===== src/rtl/ext_irq_ctrl_if.sv =====
// Core-side data-store snoop bus and
// interrupt request/acknowledge handshake.
interface ext_irq_ctrl_if #(
  parameter int N    = 64,
  parameter int NSRC = 4
);
  localparam int IW = $clog2(NSRC);

  logic [N-1:0]  DM_addr;
  logic [N-1:0]  DM_writeData;
  logic          DM_writeEnable;
  logic          ExtIAck;
  logic          ExtIRQ;
  logic [IW-1:0] irq_id;

  modport master (
    output DM_addr,
    output DM_writeData,
    output DM_writeEnable,
    output ExtIAck,
    input  ExtIRQ,
    input  irq_id
  );

  modport slave (
    input  DM_addr,
    input  DM_writeData,
    input  DM_writeEnable,
    input  ExtIAck,
    output ExtIRQ,
    output irq_id
  );
endinterface


===== src/rtl/ext_irq_ctrl.sv =====
// External interrupt controller: synced edge
// capture, MMIO mask/clear, 4-phase handshake.
module ext_irq_ctrl #(
  parameter int          N         = 64,
  parameter int          NSRC      = 4,
  parameter logic [N-1:0] MASK_ADDR = 64'h400,
  parameter logic [N-1:0] CLR_ADDR  = 64'h408
) (
  input  logic            CLOCK_50,
  input  logic            reset,
  input  logic [NSRC-1:0] irq_src,
  ext_irq_ctrl_if.slave   bus,
  output logic [NSRC-1:0] pending,
  output logic [NSRC-1:0] mask
);
  localparam int IW = $clog2(NSRC);

  typedef enum logic [1:0] {
    IDLE,
    REQ,
    WAITLOW
  } state_t;

  state_t          r_state;
  logic            r_irq;
  logic [IW-1:0]   r_id;
  logic [NSRC-1:0] r_s1;
  logic [NSRC-1:0] r_s2;
  logic [NSRC-1:0] r_s3;
  logic [NSRC-1:0] r_pending;
  logic [NSRC-1:0] r_mask;

  logic [NSRC-1:0] w_rise;
  logic            w_mask_wr;
  logic            w_clr_wr;
  logic [NSRC-1:0] w_mmio_clr;
  logic [NSRC-1:0] w_hs_clr;
  logic [NSRC-1:0] w_elig;
  logic            w_any;
  logic [IW-1:0]   w_low;
  logic            w_unused;

  assign w_rise    = r_s2 & ~r_s3;
  assign w_mask_wr = bus.DM_writeEnable &&
                     (bus.DM_addr == MASK_ADDR);
  assign w_clr_wr  = bus.DM_writeEnable &&
                     (bus.DM_addr == CLR_ADDR);
  assign w_mmio_clr = w_clr_wr ?
                      bus.DM_writeData[NSRC-1:0] : '0;
  assign w_hs_clr  = (r_state == REQ && bus.ExtIAck) ?
                     (NSRC'(1) << r_id) : '0;
  assign w_elig    = r_pending & r_mask;
  assign w_any     = |w_elig;
  assign w_unused  = &{1'b0, bus.DM_writeData[N-1:NSRC]};

  // Two-flop synchronizer plus edge-history flop.
  always_ff @(posedge CLOCK_50) begin
    if (!reset) begin
      r_s1 <= '0;
      r_s2 <= '0;
      r_s3 <= '0;
    end else begin
      r_s1 <= irq_src;
      r_s2 <= r_s1;
      r_s3 <= r_s2;
    end
  end

  // Pending: a fresh edge beats any clear in the same cycle.
  always_ff @(posedge CLOCK_50) begin
    if (!reset) begin
      r_pending <= '0;
    end else begin
      r_pending <= (r_pending & ~w_mmio_clr & ~w_hs_clr)
                   | w_rise;
    end
  end

  // Software mask register, write-only over the store bus.
  always_ff @(posedge CLOCK_50) begin
    if (!reset) begin
      r_mask <= '0;
    end else if (w_mask_wr) begin
      r_mask <= bus.DM_writeData[NSRC-1:0];
    end
  end

  // Fixed priority: lowest eligible index wins.
  always_comb begin
    w_low = '0;
    for (int i = NSRC - 1; i >= 0; i--) begin
      if (w_elig[i]) w_low = IW'(i);
    end
  end

  // Request/ack handshake; once raised the request is never retracted.
  always_ff @(posedge CLOCK_50) begin
    if (!reset) begin
      r_state <= IDLE;
      r_irq   <= 1'b0;
      r_id    <= '0;
    end else begin
      unique case (r_state)
        IDLE: begin
          if (w_any) begin
            r_id    <= w_low;
            r_irq   <= 1'b1;
            r_state <= REQ;
          end
        end
        REQ: begin
          if (bus.ExtIAck) begin
            r_irq   <= 1'b0;
            r_state <= WAITLOW;
          end
        end
        WAITLOW: begin
          if (!bus.ExtIAck) r_state <= IDLE;
        end
        default: begin
          r_irq   <= 1'b0;
          r_state <= IDLE;
        end
      endcase
    end
  end

  assign bus.ExtIRQ = r_irq;
  assign bus.irq_id = r_id;
  assign pending    = r_pending;
  assign mask       = r_mask;
endmodule


===== src/flat_wrapper.sv =====
// flat-port wrapper written by rule: the top's interface ports become plain ports
module ext_irq_ctrl_flat 
#(
  parameter int          N         = 64,
  parameter int          NSRC      = 4,
  parameter logic [N-1:0] MASK_ADDR = 64'h400,
  parameter logic [N-1:0] CLR_ADDR  = 64'h408
)
  (CLOCK_50, reset, irq_src, pending, mask, bus_DM_addr, bus_DM_writeData, bus_DM_writeEnable, bus_ExtIAck, bus_ExtIRQ, bus_irq_id);
  ext_irq_ctrl_if #(.N(N), .NSRC(NSRC)) bus_i ();
  input  logic CLOCK_50;
  input  logic reset;
  input  logic [NSRC-1:0] irq_src;
  output logic [NSRC-1:0] pending;
  output logic [NSRC-1:0] mask;
  input wire logic [$bits(bus_i.DM_addr)-1:0] bus_DM_addr;
  input wire logic [$bits(bus_i.DM_writeData)-1:0] bus_DM_writeData;
  input wire logic [$bits(bus_i.DM_writeEnable)-1:0] bus_DM_writeEnable;
  input wire logic [$bits(bus_i.ExtIAck)-1:0] bus_ExtIAck;
  output wire logic [$bits(bus_i.ExtIRQ)-1:0] bus_ExtIRQ;
  output wire logic [$bits(bus_i.irq_id)-1:0] bus_irq_id;
  assign bus_i.DM_addr = bus_DM_addr;
  assign bus_i.DM_writeData = bus_DM_writeData;
  assign bus_i.DM_writeEnable = bus_DM_writeEnable;
  assign bus_i.ExtIAck = bus_ExtIAck;
  assign bus_ExtIRQ = bus_i.ExtIRQ;
  assign bus_irq_id = bus_i.irq_id;
  ext_irq_ctrl #(.N(N), .NSRC(NSRC), .MASK_ADDR(MASK_ADDR), .CLR_ADDR(CLR_ADDR)) u_core (.CLOCK_50(CLOCK_50), .reset(reset), .irq_src(irq_src), .bus(bus_i), .pending(pending), .mask(mask));
endmodule

===== config.mk =====
export PLATFORM = sky130hd
export DESIGN_NAME = ext_irq_ctrl_flat
export DESIGN_NICKNAME = d
export VERILOG_FILES = /design/src/rtl/ext_irq_ctrl_if.sv /design/src/rtl/ext_irq_ctrl.sv /design/src/flat_wrapper.sv
export SDC_FILE = /design/constraint.sdc
export NUM_CORES = 1
export LEC_CHECK = 0
export BUFFER_PORTS_ARGS = -buffer_cell sky130_fd_sc_hd__buf_2
export CORE_MARGIN = 10
export CORE_UTILIZATION = 31
export DETAILED_ROUTE_END_ITERATION = 7
export GPL_TIMING_DRIVEN = 0
export HOLD_SLACK_MARGIN = 0.1
export PLACE_DENSITY = 0.85
export SYNTH_ARGS = -nofsm -noshare
export SYNTH_HDL_FRONTEND = slang
export SYNTH_SLANG_ARGS = --single-unit

===== constraint.sdc =====
create_clock -name CLOCK_50 -period 1.7 [get_ports CLOCK_50]
set_input_delay 0.17 -clock CLOCK_50 [delete_from_list [all_inputs] [get_ports CLOCK_50]]
set_output_delay 0.17 -clock CLOCK_50 [all_outputs]
set_load 0.05 [all_outputs]

==> Yosys cells after proc, flatten, opt, wreduce, memory -nomap -nowiden <==
Cells that the tools add are included.
{ "totals": {"in_bits": 136, "word_cells": 46, "reg_bits": 25, "output_inout_bits": 11} }
{ "classes": {"shifts": 1, "eq_ne": 7, "reduce_logical": 8, "bitwise": 9, "mux": 13} }
{ "op_table": {"columns": ["cell", "count"], "rows": [
  ["$eq 64x11->1 const B", 2],
  ["$and 4x4->4", 4],
  ["$mux 2", 7],
  ["$not 4->4", 3],
  ["$mux 4", 2],
  ["$pmux 2 s3", 1],
  ["$reduce_and 3->1", 2],
  ["$ne 2x2->1 const B", 2],
  ["$or 4x4->4", 1],
  ["$reduce_or 4->1", 1],
  ["$shl 1x2->4 const A", 1],
  ["$logic_and 1x1->1", 3],
  ["$pmux 1 s3", 1],
  ["$eq 2x1->1 const B", 1],
  ["$eq 2x2->1 const B", 1],
  ["$logic_not 2->1", 1],
  ["$mux 1", 2],
  ["$ne 2x1->1 const B", 1],
  ["$reduce_and 2->1", 1],
  ["$not 1->1", 1]
]} }

==> Logic depth before layout (Yosys ltp) <==
Gate-level depths: netlist (run 1).
{ "logic_depth": {"ltp_word": 7, "ltp_mapped": 5, "ltp_nobuf": 5} }

==> Worst setup path after synthesis (run 1) <==
Ideal clock, no wire load.
{ "synth_timing": {"path_type": "input -> register", "start": "in bus_DM_addr[13]", "end": "reg u_core.r_mask[3], in the netlist u_core.mask[3]", "required_ns": 1.577, "slack_ns": 0.212, "path_buffers": 0, "arrival_ns": 1.365, "stages": 5, "setup_ns": 0.123, "cell_sequence": "nor4_2 > nand4_2 > or4_4 > o21ai_1 > a21oi_1"} }
{ "synth_between": {"elab_chain_cells": 2} }
{ "synth_rtl": {"columns": ["item", "line_no", "source"], "rows": [
  ["start: declaration", "flat_wrapper.sv:16", "input wire logic [$bits(bus_i.DM_addr)-1:0] bus_DM_addr;"],
  ["$eq 64x11->1", "ext_irq_ctrl.sv:45", "(bus.DM_addr == MASK_ADDR);"],
  ["$logic_and 1x1->1", "ext_irq_ctrl.sv:44", "assign w_mask_wr = bus.DM_writeEnable &&"],
  ["end signal: assignment", "ext_irq_ctrl.sv:84", "r_mask <= bus.DM_writeData[NSRC-1:0];"],
  ["end: declaration", "ext_irq_ctrl.sv:31", "logic [NSRC-1:0] r_mask;"]
]} }
Every way passes these cells.
A chain may end at the register's enable or synchronous reset.

==> Worst setup path after layout (run 1) <==
{ "layout_timing": {"start": "reg u_core.r_pending[1], in the netlist u_core.pending[1]", "end": "reg u_core.r_id[0], in the netlist u_core.bus.irq_id[0]"} }
{ "layout_between": {"elab_chain_cells": 3, "elab_cells_between_ends": 5, "cone_classes": "mux (2); bitwise (1); reduce/logical (2)"} }
{ "layout_rtl": {"columns": ["item", "line_no", "source"], "rows": [
  ["start: declaration", "ext_irq_ctrl.sv:30", "logic [NSRC-1:0] r_pending;"],
  ["start signal: assignment", "ext_irq_ctrl.sv:74", "r_pending <= (r_pending & ~w_mmio_clr & ~w_hs_clr)"],
  ["$and 4x4->4 (*)", "ext_irq_ctrl.sv:52", "assign w_elig = r_pending & r_mask;"],
  ["$reduce_or 4->1 or $mux 2 (tied branches)", "ext_irq_ctrl.sv:53, ext_irq_ctrl.sv:92", null],
  ["$reduce_and 2->1 (no line) or $mux 2 (tied branches)", null, null],
  ["end signal: assignment", "ext_irq_ctrl.sv:106", "r_id <= w_low;"],
  ["end: declaration", "ext_irq_ctrl.sv:26", "logic [IW-1:0] r_id;"]
]} }
Every way passes the cells marked *; elsewhere a longest branch is shown, timed or not.

==> results of run 1 <==
## where the power goes
group / internal, mW / leakage [nW] / switching (mW) / total, mW
Combinational: 0.0890 / 0.577 / 0.0742 / 0.163
Sequential: 0.603 / 0.204 / 0.00782 / 0.611
Clock: 0.0959 / 0.0183 / 0.186 / 0.282
Total: 0.788 / 0.800 / 0.268 / 1.06
## cell type report
type / count / share of cell area
buffer: 3 / 0.00680
clock buffer: 3 / 0.0136
clock inverter: 1 / 0.00529
inverter: 6 / 0.0136
multi-input combinational: 81 / 0.336
sequential: 25 / 0.302
tap: 46 / 0.0348
timing repair buffer: 90 / 0.287
## sequential cells by signal (all words and copies together) (netlist names)
register	count
u_core.bus.irq_id	2
u_core.r_s2	4
u_core.mask	4
u_core.r_s3	4
u_core.r_state	2
u_core.bus.ExtIRQ	1
u_core.r_s1	4
u_core.pending	4
## final timing paths
path / to / slack [ps] / cells after the start
max: u_core.bus.irq_id[0]$_SDFFE_PN0P_ / 350 / 4
min: u_core.mask[1]$_SDFFE_PN0P_ / 110 / 3
max reg2reg: u_core.bus.irq_id[0]$_SDFFE_PN0P_ / 350 / 4
min reg2reg: u_core.pending[3]$_SDFF_PN0_ / 410 / 1
## Yosys cell counts (2+ instances only)
master	count
nor4_4	3
o22ai_1	4
clkbuf_1	3
inv_1	6
o211ai_1	2
dfxtp_1	25
o21ai_0	2
nand3_1	2
a21oi_1	8
nand2_1	11
nand3b_1	4
o21ai_1	4
nor4_1	11
and2_1	8
nand4_1	3
and3_1	5
## repair_timing
item | CTS | global route
hold endpoints to repair | 5 | 0
setup buffers | 0 | 0
hold buffers | 5 | 0
## metal layers
metal  GRT usage  share of wire
met1       0.113           0.39
met2       0.216           0.54
met3      0.0462          0.067
met4      0.0143         0.0022
met5           0              0
## kinds of logic after synthesis
kind of cell	Yosys count
xor gates and xnor gates	1
DFF	25
buffers and inverters	9
AOI/OAI and AO/OA	25
and+or+nand+nor	55
## critical path: stages, from the launching register on
cell and delay, ps:
dfxtp_1 370, a22o_1 250, o21ai_0 380, a211o_1 180, a21oi_1 70
## per-stage QoR
step | cell area, µm² | hold slack, ps | setup TNS [ps]
2_1_floorplan | 1090 | 297 | 0
3_3_place_gp | 1570 | 376 | 0
3_5_place_dp | 1570 | 378 | -12.5
4_1_cts | 1660 | 111 | 0
5_1_grt | 1660 | 105 | 0
6_report | 1660 | 109 | 0
==> results.sh, run 1 <==
export IMPL_final_cells=255
export IMPL_finalHoldViolCount=0
export IMPL_num_rows=21
export IMPL_drt_drc_violations_left=0
export IMPL_power_density_nw_per_um2=638
export IMPL_ctsRootBufferMaster="clkbuf_4"
export IMPL_status="finished, final reports clean"
export IMPL_worstSetupPathType="flop to flop"
export IMPL_final_common_cell="buf_2"
export IMPL_ys_flop_type="dfxtp_1"
export IMPL_drv_cap=0
export IMPL_synth_edf_count=0
export IMPL_fin_ws_ps=350
export IMPL_dieWidth_um=79.3
export IMPL_syn_inst=115
export IMPL_clk_pin_slew_ps=140
export IMPL_clock_sinks=25
export IMPL_drt_iter0_drc=62
export IMPL_coreArea_um2=3360
export IMPL_antenna_found_initial=0
export IMPL_ys_seq_elements=25
export IMPL_leakagePower_nw=0.800
export IMPL_synthesis_area_um2=1090
export IMPL_synthTopCellsByArea="dfxtp_1, nor4_1, nor4_4"
export IMPL_muxShareOfSynthArea=0
export IMPL_required_ps=1920
export IMPL_start_kind="flop"
export IMPL_grt_max_degree=17
export IMPL_seq_area_um2=500
export IMPL_synth_fp_nets=251
export IMPL_yosys_area_top_type="dfxtp_1"
export IMPL_rsz0062_at_grt="false"
export IMPL_dr_pass1_iters=4
export IMPL_max_freq_mhz=741
export IMPL_crit_start="u_core.pending[1]$_SDFF_PN0_"
export IMPL_pin_count=147
export IMPL_worstSetupEndpointType="flop"
export IMPL_layout_drive_gt1_share=0.464
export IMPL_timing_rr_start="u_core.pending[1]$_SDFF_PN0_"
export IMPL_async_reset_ff_frac=0
export IMPL_initial_core_util=0.324
export IMPL_clk_latency_ps=320
export IMPL_slew_headroom=0.698
export IMPL_diodes=0
export IMPL_dp_slack_ps=-6.60
export IMPL_layout_nets=346
export IMPL_grt_pass1_wl_um=5860
export IMPL_grt_usage=0.113
export IMPL_synth_xor_area_share=0.00803
export IMPL_worstMarginPinSlew_ps=449
export IMPL_hp_start="bus_DM_writeData[1]"
export IMPL_n_fill_cell=363
export IMPL_ant_nets=0
export IMPL_port_buffers=85
export IMPL_synth_compound_area_share=0.140
export IMPL_mostFrequentLayoutCells="buf_2, dfxtp_1, nand2_1, nor4_1"
export IMPL_synth_top_area_share=0.459
export IMPL_power_mw=1.06
export IMPL_yosysSeqAreaShare=0.459
export IMPL_setup_viol=0
export IMPL_first_global_vias=1290
export IMPL_peakVddDrop_mv=0.574
export IMPL_cp_max_fo=4
export IMPL_multi_input_area_um2=557
export IMPL_gp_congestion=0.776
export IMPL_hold_path_class="input pin to flop"
export IMPL_die_h_um=79.3
export IMPL_num_vias=1174
export IMPL_drv_slew=0
export IMPL_fin_util=0.492
export IMPL_finalClockSkew_ps=0.897
export IMPL_synth_top_family_by_area="simple AND/OR/NAND/NOR gates"
export IMPL_cts_max_level=1
export IMPL_synth_warnings=0
export IMPL_ys_types=30
export IMPL_drt_wl_total_um=3690
export IMPL_hpwl_um=3160
export IMPL_syn_avg_cell_area_um2=9.49
export IMPL_cts_made_buffers=3
export IMPL_cts_max_path_buffers=2
export IMPL_dieArea_um2=6290
export IMPL_fin_crit_ps=1350
export IMPL_area_growth_syn_to_layout_pct=51.7
export IMPL_cts_resized=0
export IMPL_overflow=0
export IMPL_wl_per_cell_um=14.5
export IMPL_finalCritPeriodShare=0.794
export IMPL_placed_cells=246
export IMPL_cp_arrival_ps=1570
export IMPL_synth_simple_gate_area_frac=0.362
export IMPL_vias_per_cell=4.60
export IMPL_synth_fa_ha_area_frac=0
export IMPL_cts_tree="built"
Power figures use the tool's default switching activity.
==> run 2: changes to the inputs <==
- clock period: 1.7 -> 1.3 ns (I/O delays scaled with it)
==> results.sh, run 2 (synthesis gave the netlist of run 1 again) <==
export IMPL_dieArea_um2=6290
export IMPL_wl_per_cell_um=16.0
export IMPL_placed_cells=246
export IMPL_timing_rr_start="u_core.r_state[1]$_SDFFE_PN0P_"
export IMPL_rsz0062_at_grt="true"
export IMPL_min_to="u_core.bus.ExtIRQ$_SDFFE_PN0P_"
export IMPL_finalHoldViolCount=0
export IMPL_ctsRootBufferMaster="clkbuf_4"
export IMPL_max_freq_mhz=777
export IMPL_required_ps=1510
export IMPL_clk_latency_ps=310
export IMPL_intPower_mw=1.06
export IMPL_die_h_um=79.3
export IMPL_grt_max_degree=15
export IMPL_crit_family="simple AND/OR/NAND/NOR gates"
export IMPL_drt_wl_total_um=4190
export IMPL_cts_max_path_buffers=2
export IMPL_slew_headroom=0.731
export IMPL_pin_count=147
export IMPL_grt_usage=0.121
export IMPL_hold_path_class="input pin to flop"
export IMPL_num_rows=21
export IMPL_peakVddDrop_mv=0.893
export IMPL_finalClockSkew_ps=8.81
export IMPL_drv_slew=0
export IMPL_n_fill_cell=320
export IMPL_overflow=0
export IMPL_r2r_end="u_core.pending[0]$_SDFF_PN0_"
export IMPL_worstSetupPathType="input pin to flop"
export IMPL_switching_share=0.257
export IMPL_coreArea_um2=3360
export IMPL_whs_path_depth=4
export IMPL_diodes=0
export IMPL_cts_max_level=1
export IMPL_layout_nets=353
export IMPL_multi_input_area_um2=732
export IMPL_pwr_share_comb=0.206
export IMPL_drt_iter0_drc=32
export IMPL_seq_area_um2=509
export IMPL_slowest_delay_ps=610
export IMPL_num_vias=1281
export IMPL_initial_core_util=0.324
export IMPL_port_buffers=85
export IMPL_cpMaxStageDelayCell="or4_4"
export IMPL_fin_util=0.585
export IMPL_dpl_cell_area_um2=1660
export IMPL_vias_per_cell=4.89
export IMPL_r2r_cells=4
export IMPL_drv_cap=0
export IMPL_grt_pass1_wl_um=6360
export IMPL_clock_sinks=25
export IMPL_leakagePower_nw=0.883
export IMPL_ant_nets=0
export IMPL_cp_num_cells=6
export IMPL_finalCritPeriodShare=0.990
export IMPL_final_cells=262
export IMPL_crit_buf_inv=1
export IMPL_cp_arrival_ps=1500
export IMPL_mostFrequentLayoutCells="buf_2, dfxtp_1, nand2_1, buf_6"
export IMPL_hpwl_um=3330
export IMPL_fin_ws_ps=12.7
export IMPL_dr_pass1_iters=4
export IMPL_hp_start="bus_ExtIAck"
export IMPL_power_density_nw_per_um2=727
export IMPL_antenna_found_initial=0
export IMPL_first_global_vias=1409
export IMPL_pwr_share_seq=0.559
export IMPL_cts_made_buffers=3
export IMPL_crit_chain="buf_2 > nor4_4 > nand4_1 > or4_4 > o21ai_2 > a21oi_1"
export IMPL_gp_congestion=0.813
export IMPL_clock_power_share=0.235
export IMPL_fin_crit_ps=1290
export IMPL_area_growth_syn_to_layout_pct=80.3
export IMPL_start_kind="input pin"
export IMPL_worstMarginPinSlew_ps=404
export IMPL_status="finished, final reports clean"
export IMPL_cts_tree="built"
export IMPL_drt_drc_violations_left=0
export IMPL_dp_slack_ps=-461
export IMPL_p_sw_uw=368
export IMPL_reg2reg_slack_ps=80
export IMPL_dieWidth_um=79.3
export IMPL_cp_max_fo=4
export IMPL_layout_drive_gt1_share=0.583
export IMPL_setup_viol=0
export IMPL_worstSetupEndpointType="flop"
export IMPL_power_mw=1.43
export IMPL_clk_pin_slew_ps=130
export IMPL_design_area_um2=1970
export IMPL_final_common_cell="buf_2"
==> run 2: changes by cell type in the layout (fill, tap and decap cells not counted), moves of 4 or more <==
cell           before  now
dfxtp_1            25   18
dlygate4sd3_1       5    9
dfxtp_2             0    7
nor4_2              1    6
nor4_4              3    9
buf_6               0   11
nor4_1             11    0
buf_2              85   74
==> run 2: power by group through the flow <==
stage	Combinational [mW]	Sequential [mW]	Clock (mW)
after floorplan	0.0494	0.839	0
after global placement	0.219	0.815	0
after detailed placement	0.228	0.816	0
final	0.295	0.799	0.336
after CTS	0.259	0.799	0.342
after global routing	0.319	0.801	0.379
==> run 2: how the worst max path moves through the flow <==
| stage | start | endpoint | slack (ps) |
|---|---|---|---|
| CTS | bus_DM_addr[4] | u_core.pending[0]$_SDFF_PN0_ | 3 |
| detailed placement | bus_DM_addr[4] | u_core.mask[1]$_SDFFE_PN0P_ | -460 |
| floorplan | u_core.pending[3]$_SDFF_PN0_ | u_core.bus.irq_id[0]$_SDFFE_PN0P_ | -140 |
| global placement | bus_DM_addr[4] | u_core.mask[1]$_SDFFE_PN0P_ | -430 |
| finish | bus_DM_addr[51] | u_core.mask[0]$_SDFFE_PN0P_ | 10 |
| global route | bus_DM_addr[51] | u_core.mask[0]$_SDFFE_PN0P_ | -40 |
==> run 2: layout make-up <==
class	instances	area share
Multi-Input combinational cell	81	0.372
Clock buffer	3	0.0115
Inverter	6	0.0115
Clock inverter	1	0.00254
Tap cell	46	0.0293
Buffer	3	0.00573
Sequential cell	25	0.259
Timing Repair Buffer	97	0.309
==> run 2: worst register-to-register path: stages (launching register included) <==
cell	delay, ps
dfxtp_1	380
and3b_1	320
inv_1	60
o311ai_1	240
o22ai_1	120
==> run 2: per-layer routing <==
layer | track usage | vias up | share of wire
met5 | 0 | - | 0
met4 | 0.0125 | 0 | 0.0064
met3 | 0.0439 | 4 | 0.054
met2 | 0.236 | 42 | 0.57
met1 | 0.123 | 595 | 0.37
li1 | - | 640 | -
==> run 2: what timing repair did <==
action	4_1_cts	5_1_grt
endpoints found under the hold margin	10	0
gates resized for setup	5	25
pin swaps	5	16
setup buffers	1	2
endpoints found under the setup margin	9	9
hold buffers	9	0
==> run 2: through the flow <==
stage	hold slack [ps]	setup TNS, ps
finish	135	0
global route	153	-98.0
CTS	133	0
detailed placement	340	-3460
global placement	335	-3220
floorplan	257	-758
